`config.mk`:
```
export PLATFORM = sky130hd
export DESIGN_NAME = vram_arbiter
export DESIGN_NICKNAME = d
export VERILOG_FILES = /design/src/rtl/vram_pkg.sv /design/src/rtl/vram_wbuf.sv /design/src/rtl/vram_arbiter.sv
export SDC_FILE = /design/constraint.sdc
export NUM_CORES = 1
export LEC_CHECK = 0
export BUFFER_PORTS_ARGS = -buffer_cell sky130_fd_sc_hd__buf_2
export CAP_MARGIN = 20
export CORE_ASPECT_RATIO = 1.75
export CORE_MARGIN = 2
export CORE_UTILIZATION = 24
export DETAILED_ROUTE_END_ITERATION = 10
export HOLD_SLACK_MARGIN = 0.03
export PLACE_DENSITY = 0.53
export SKIP_LAST_GASP = 1
export SLEW_MARGIN = 20
export SYNTH_ARGS = -nofsm -noshare
export SYNTH_HDL_FRONTEND = slang
export SYNTH_SLANG_ARGS = --single-unit
```
`constraint.sdc`:
```
create_clock -name clk -period 3 [get_ports clk]
set_input_delay 0.6 -clock clk [delete_from_list [all_inputs] [get_ports clk]]
set_output_delay 0.6 -clock clk [all_outputs]
set_load 0.05 [all_outputs]
```
`src/rtl/vram_pkg.sv`:
```
// Shared types and defaults for the screen VRAM arbiter.
// Owner tags steer ram_rdata; CPU states gate the handshake.
package vram_pkg;

    localparam int VRAM_ADDR_W = 13;
    localparam int VRAM_DATA_W = 16;
    localparam int SCAN_LAT    = 3;

    typedef enum logic [1:0] {
        OWN_NONE,
        OWN_SCAN,
        OWN_CPU
    } owner_t;

    typedef enum logic [1:0] {
        CPU_IDLE,
        CPU_WAIT,
        CPU_ACK,
        CPU_GAP
    } cpu_st_t;

endpackage

```
`src/rtl/vram_wbuf.sv`:
```
// One-entry posted write buffer with address-compare hits.
// Ports: load/drain control, buffered entry, scan/cpu hit flags.
module vram_wbuf #(
    parameter int ADDR_W = 13,
    parameter int DATA_W = 16
) (
    input  logic              clk,
    input  logic              rst_n,
    input  logic              load,
    input  logic [ADDR_W-1:0] load_addr,
    input  logic [DATA_W-1:0] load_data,
    input  logic              drain,
    input  logic [ADDR_W-1:0] scan_addr,
    input  logic [ADDR_W-1:0] cpu_addr,
    output logic              valid,
    output logic [ADDR_W-1:0] addr,
    output logic [DATA_W-1:0] data,
    output logic              scan_hit,
    output logic              cpu_hit
);

    // A load in the drain cycle replaces the entry.
    always_ff @(posedge clk or negedge rst_n) begin
        if (!rst_n) begin
            valid <= 1'b0;
            addr  <= '0;
            data  <= '0;
        end else if (load) begin
            valid <= 1'b1;
            addr  <= load_addr;
            data  <= load_data;
        end else if (drain) begin
            valid <= 1'b0;
        end
    end

    assign scan_hit = valid && (scan_addr == addr);
    assign cpu_hit  = valid && (cpu_addr == addr);

endmodule

```
`src/rtl/vram_arbiter.sv`:
```
// Screen VRAM arbiter: scanout > CPU read > write drain.
// Ports: scan fetch, CPU bus handshake, registered VRAM port.
module vram_arbiter
    import vram_pkg::*;
#(
    parameter int ADDR_W  = VRAM_ADDR_W,
    parameter int DATA_W  = VRAM_DATA_W,
    parameter bit FORWARD = 1'b1
) (
    input  logic              clk,
    input  logic              rst_n,
    input  logic              scan_req,
    input  logic [ADDR_W-1:0] scan_addr,
    output logic              scan_valid,
    output logic [DATA_W-1:0] scan_data,
    input  logic              cpu_req,
    input  logic              cpu_we,
    input  logic [ADDR_W-1:0] cpu_addr,
    input  logic [DATA_W-1:0] cpu_wdata,
    output logic              cpu_ack,
    output logic [DATA_W-1:0] cpu_rdata,
    output logic [ADDR_W-1:0] ram_addr,
    output logic              ram_we,
    output logic [DATA_W-1:0] ram_wdata,
    input  logic [DATA_W-1:0] ram_rdata
);

    // Stage 0 rides with ram_addr, last stage with ram_rdata.
    localparam int DEPTH = SCAN_LAT - 1;
    localparam int LAST  = DEPTH - 1;

    logic              wb_valid;
    logic [ADDR_W-1:0] wb_addr;
    logic [DATA_W-1:0] wb_data;
    logic              scan_hit;
    logic              cpu_hit;

    logic rd_req;
    logic wr_req;
    logic rd_fwd;
    logic rd_issue;
    logic drain;
    logic wr_acc;

    cpu_st_t           st;
    owner_t            own_q  [DEPTH];
    logic              fwd_q  [DEPTH];
    logic [DATA_W-1:0] fdat_q [DEPTH];

    // Requests are only looked at in IDLE, which masks
    // the in-flight read, the ack cycle and the one after.
    assign rd_req = (st == CPU_IDLE) && cpu_req && !cpu_we;
    assign wr_req = (st == CPU_IDLE) && cpu_req && cpu_we;

    // A read hitting the buffer never goes to VRAM: it is
    // forwarded, or without forwarding it waits for the
    // drain so it cannot return stale data.
    assign rd_fwd   = rd_req && FORWARD && cpu_hit;
    assign rd_issue = rd_req && !cpu_hit && !scan_req;
    assign drain    = wb_valid && !scan_req && !rd_issue;
    assign wr_acc   = wr_req && (!wb_valid || drain);

    vram_wbuf #(
        .ADDR_W (ADDR_W),
        .DATA_W (DATA_W)
    ) u_wbuf (
        .clk       (clk),
        .rst_n     (rst_n),
        .load      (wr_acc),
        .load_addr (cpu_addr),
        .load_data (cpu_wdata),
        .drain     (drain),
        .scan_addr (scan_addr),
        .cpu_addr  (cpu_addr),
        .valid     (wb_valid),
        .addr      (wb_addr),
        .data      (wb_data),
        .scan_hit  (scan_hit),
        .cpu_hit   (cpu_hit)
    );

    always_ff @(posedge clk or negedge rst_n) begin
        if (!rst_n) begin
            ram_addr   <= '0;
            ram_we     <= 1'b0;
            ram_wdata  <= '0;
            scan_valid <= 1'b0;
            scan_data  <= '0;
            for (int i = 0; i < DEPTH; i++) begin
                own_q[i]  <= OWN_NONE;
                fwd_q[i]  <= 1'b0;
                fdat_q[i] <= '0;
            end
        end else begin
            ram_we   <= 1'b0;
            own_q[0] <= OWN_NONE;
            fwd_q[0] <= 1'b0;
            unique case (1'b1)
                scan_req: begin
                    ram_addr  <= scan_addr;
                    own_q[0]  <= OWN_SCAN;
                    fwd_q[0]  <= FORWARD && scan_hit;
                    fdat_q[0] <= wb_data;
                end
                rd_issue: begin
                    ram_addr <= cpu_addr;
                    own_q[0] <= OWN_CPU;
                end
                drain: begin
                    ram_addr  <= wb_addr;
                    ram_we    <= 1'b1;
                    ram_wdata <= wb_data;
                end
                default: ;
            endcase
            for (int i = 1; i < DEPTH; i++) begin
                own_q[i]  <= own_q[i-1];
                fwd_q[i]  <= fwd_q[i-1];
                fdat_q[i] <= fdat_q[i-1];
            end
            scan_valid <= (own_q[LAST] == OWN_SCAN);
            if (own_q[LAST] == OWN_SCAN) begin
                scan_data <= fwd_q[LAST] ? fdat_q[LAST]
                                         : ram_rdata;
            end
        end
    end

    always_ff @(posedge clk or negedge rst_n) begin
        if (!rst_n) begin
            st        <= CPU_IDLE;
            cpu_ack   <= 1'b0;
            cpu_rdata <= '0;
        end else begin
            cpu_ack <= 1'b0;
            unique case (st)
                CPU_IDLE: begin
                    if (rd_fwd) begin
                        st        <= CPU_ACK;
                        cpu_ack   <= 1'b1;
                        cpu_rdata <= wb_data;
                    end else if (rd_issue) begin
                        st <= CPU_WAIT;
                    end else if (wr_acc) begin
                        st      <= CPU_ACK;
                        cpu_ack <= 1'b1;
                    end
                end
                CPU_WAIT: begin
                    if (own_q[LAST] == OWN_CPU) begin
                        st        <= CPU_ACK;
                        cpu_ack   <= 1'b1;
                        cpu_rdata <= ram_rdata;
                    end
                end
                CPU_ACK: st <= CPU_GAP;
                CPU_GAP: st <= CPU_IDLE;
                default: st <= CPU_IDLE;
            endcase
        end
    end

endmodule

```
==> flow_metrics.tcl <==
set metrics [dict create \
    fin_crit_ns 2.28 \
    slowest_stage "o21ai_2" \
    cp_top_family "simple AND/OR/NAND/NOR gates" \
    slew-limit-headroom 0.478 \
    drt_iter0_drc 182 \
    ys_async_sr_fraction 1.00 \
    period_share 0.759 \
    syn_area_mm2 0.00563 \
    finalWeightedCongestion 0.714 \
    die_x_um 120 \
    routedWlPerCell_um 16.7 \
    num_vias 3838 \
    clock-sinks 134 \
    routed_wl_mm 15.0 \
    area_growth_pct 30.0 \
    synth_edf_count 0 \
    crit_arrival_ns 2.58 \
    worstSkewPairLatency_ns 0.42 \
    nFillCells 2405 \
    synth.area.top_cells "dfrtp_1 (60%), mux2_2 (13%), nand2_1 (6.4%), mux2i_1 (3.0%), mux2_4 (2.7%)" \
    synth_cells 446 \
    grtUsageMet3 0.0297 \
    rsz0062_at_grt "no" \
    crit_top_cell "nand2_1" \
    reg2reg_slack_ns 0.72 \
    dr.pass1.iters 5 \
    crit_chain "inv_1 -> ha_1 -> nand2_1 -> or2_2 -> o21ai_2 -> inv_2 -> buf_12 -> nand2_1 -> nand2_1" \
    ant_nets 0 \
    fin_total_pwr_mw 8.26 \
    synth.area.mux_share 0.189 \
    r2r-start "st[0]$_DFFE_PN0P_" \
    coreArea_mm2 0.0231 \
    fp-row-count 74 \
    ir_drop_mv 0.447 \
    grt_usage 0.127 \
    cp-end-kind "register" \
    synth_fa_ha_area_frac 0.00889 \
    clock.fmax_ghz 0.439 \
    synth.net_count 513 \
    hold_viol 0 \
    ys.flop_type "dfrtp_1" \
    cts.path.max_buffers 2 \
    ys_ff_latch 134 \
    crit_required_ns 3.30 \
    ys_seq_area_frac 0.596 \
    power.density_mw_per_mm2 1130 \
    cts_hold_buf 0 \
    die-area_mm2 0.0247 \
    clk_pin_slew_ns 0.06 \
    clock_skew_ns 0.0148 \
    hold_class "in -> async" \
    start_util 0.243 \
    die-height_um 207 \
    synth_compound_area_frac 0.0500 \
    crit_buf_inv 3 \
    drc 0 \
    cts_resized 0 \
    worst-r2r-cell-count 9 \
    synth_top_family_by_area "multiplexers" \
    yosysTopAreaCell "dfrtp_1" \
    synth_xor_area_frac 0.0405 \
    grt_max_degree 77 \
    synth-simple-area-share 0.0923 \
    layout-drive-gt1-share 0.424 \
    use_met1 0.135 \
    tns_ns 0 \
    cp_max_fo 29 \
    viasPerCell 4.27 \
    yosys_warnings 0 \
    grt_antenna_before_repair 0 \
    cp-startpoint "st[0]$_DFFE_PN0P_" \
    leakagePower_nw 3.45 \
    critical_path_class "reg -> reg" \
    finalMaxSlewViolations 0 \
    start_kind "register" \
    ys_types 37 \
    portBuffers 126 \
    busiest_layer "met2" \
    seq_area_mm2 0.00335 \
    multi_input_area_mm2 0.00215 \
    r2r_end "ram_addr[4]$_DFFE_PN0P_" \
    post_cts_buffers 0 \
    tritoncts "yes" \
    grt_use_met2 0.235 \
    htreeDepth 4 \
    hpwlAfterDp_mm 10.7 \
    setup_viol 0 \
    nNetsFinal 648 \
    overflow 0 \
    grt_pass1_wl_mm 23.3 \
    root_buffer "clkbuf_16" \
    pin_count 127 \
    cap_violations 0 \
    first_global_vias 4091 \
    status "completed" \
    slowest_delay_ns 0.50 \
    cts_buffers 17 \
    antenna-diode-count 0 \
    synth_area_per_cell_um2 12.6 \
    worst_slew_pin_slew_ns 0.783 \
    critical_path_depth 9 \
    endpoint "ram_addr[4]$_DFFE_PN0P_" \
    synth_top_area_share 0.596 \
]
[worst reg2reg max path, stage by stage, from the launching register on]
cell	delay, ns
dfrtp_1	0.40
inv_1	0.11
ha_1	0.28
nand2_1	0.11
or2_2	0.33
o21ai_2	0.50
inv_2	0.09
buf_12	0.20
nand2_1	0.10
nand2_1	0.05
[registers in the layout (all words and copies together) (netlist names)]
register      cells
own_q             4
scan_data        16
u_wbuf.data      16
fdat_q           32
scan_valid        1
u_wbuf.addr      13
ram_we            1
u_wbuf.valid      1
fwd_q             2
cpu_rdata        16
ram_addr         13
cpu_ack           1
st                2
ram_wdata        16
[cells by family after synthesis]
family	count (synthesis)
AO/OA/AOI/OAI	40
XOR/XNOR	26
adder cells (fa/ha/maj)	4
buffers and inverters	30
flip-flops	134
multiplexers	93
AND/OR/NAND/NOR	119
[cells in the mapped netlist, types with 2 or more instances]
master and count:
xor2_1 13, mux2_2 66, mux2_4 10, mux2i_1 17, clkbuf_1 17, nand2b_1 2, xnor2_1 13, ha_1 4
nor2_1 2, buf_2 4, nand2_1 96, buf_6 2, nor4_1 3, o21ai_0 20, dfrtp_1 134, nand3_1 4
nand4_1 3, a222oi_1 12, inv_1 6
[power breakdown]
part | switching [mW] | internal (mW)
registers | 0.511 | 2.54
clock network | 0.812 | 1.50
logic | 1.83 | 1.07
[per-stage QoR]
step / hold WS (ns) / cell area (µm²) / std cells / utilization / setup WS [ns]
2_1_floorplan: 0.304 / 5630 / 446 / - / 0.809
5_1_grt: 0.239 / 7320 / 898 / 0.316 / 0.548
3_3_place_gp: 0.332 / 6670 / 866 / 0.288 / 0.528
4_1_cts: 0.217 / 7320 / 898 / 0.316 / 0.658
6_report: 0.169 / 7320 / 898 / 0.316 / 0.723
3_5_place_dp: 0.336 / 6670 / 866 / 0.288 / 0.508
[cell type report]
type | instances | share of cell area
inverter | 7 | 0.00359
tap | 304 | 0.0520
sequential | 134 | 0.458
clock inverter | 12 | 0.0275
multi-input combinational | 282 | 0.294
timing repair buffer | 139 | 0.104
clock buffer | 20 | 0.0611
[per-layer routing]
layer	vias up	wire (µm)
li1	1813	-
met1	1911	5770
met2	96	8310
met3	18	501
met4	0	389
met5	-	0
[cell usage in the layout (no fill, tap or decap), types with 2 or more instances in the layout]
master and instances:
clkinv_2 2, buf_4 11, nand2_1 95, clkinv_4 3, clkinvlp_4 2, buf_12 2
clkbuf_1 2, xnor2_1 13, bufinv_16 5, xor2_1 13, nand3_1 4, a222oi_1 12
nand2b_1 2, inv_1 6, dfrtp_1 134, buf_2 125, nor4_1 3, nand4_1 3
clkbuf_16 17, mux2i_1 17, mux2_2 66, ha_1 4, o21ai_0 20, nor2_1 2
mux2_4 10
[worst min-delay path by stage]
stage	depth (start not counted)	slack, ns	endpoint	startpoint
finish	1	0.17	ram_we$_DFF_PN0_	rst_n
detailed placement	0	0.34	own_q[0]$_DFF_PN0_	own_q[2]$_DFF_PN0_
CTS	1	0.22	ram_we$_DFF_PN0_	rst_n
global route	1	0.24	ram_we$_DFF_PN0_	rst_n
global placement	0	0.33	own_q[1]$_DFF_PN0_	own_q[3]$_DFF_PN0_
floorplan	0	0.30	cpu_ack$_DFF_PN0_	rst_n
Power figures use the tool's default switching activity.
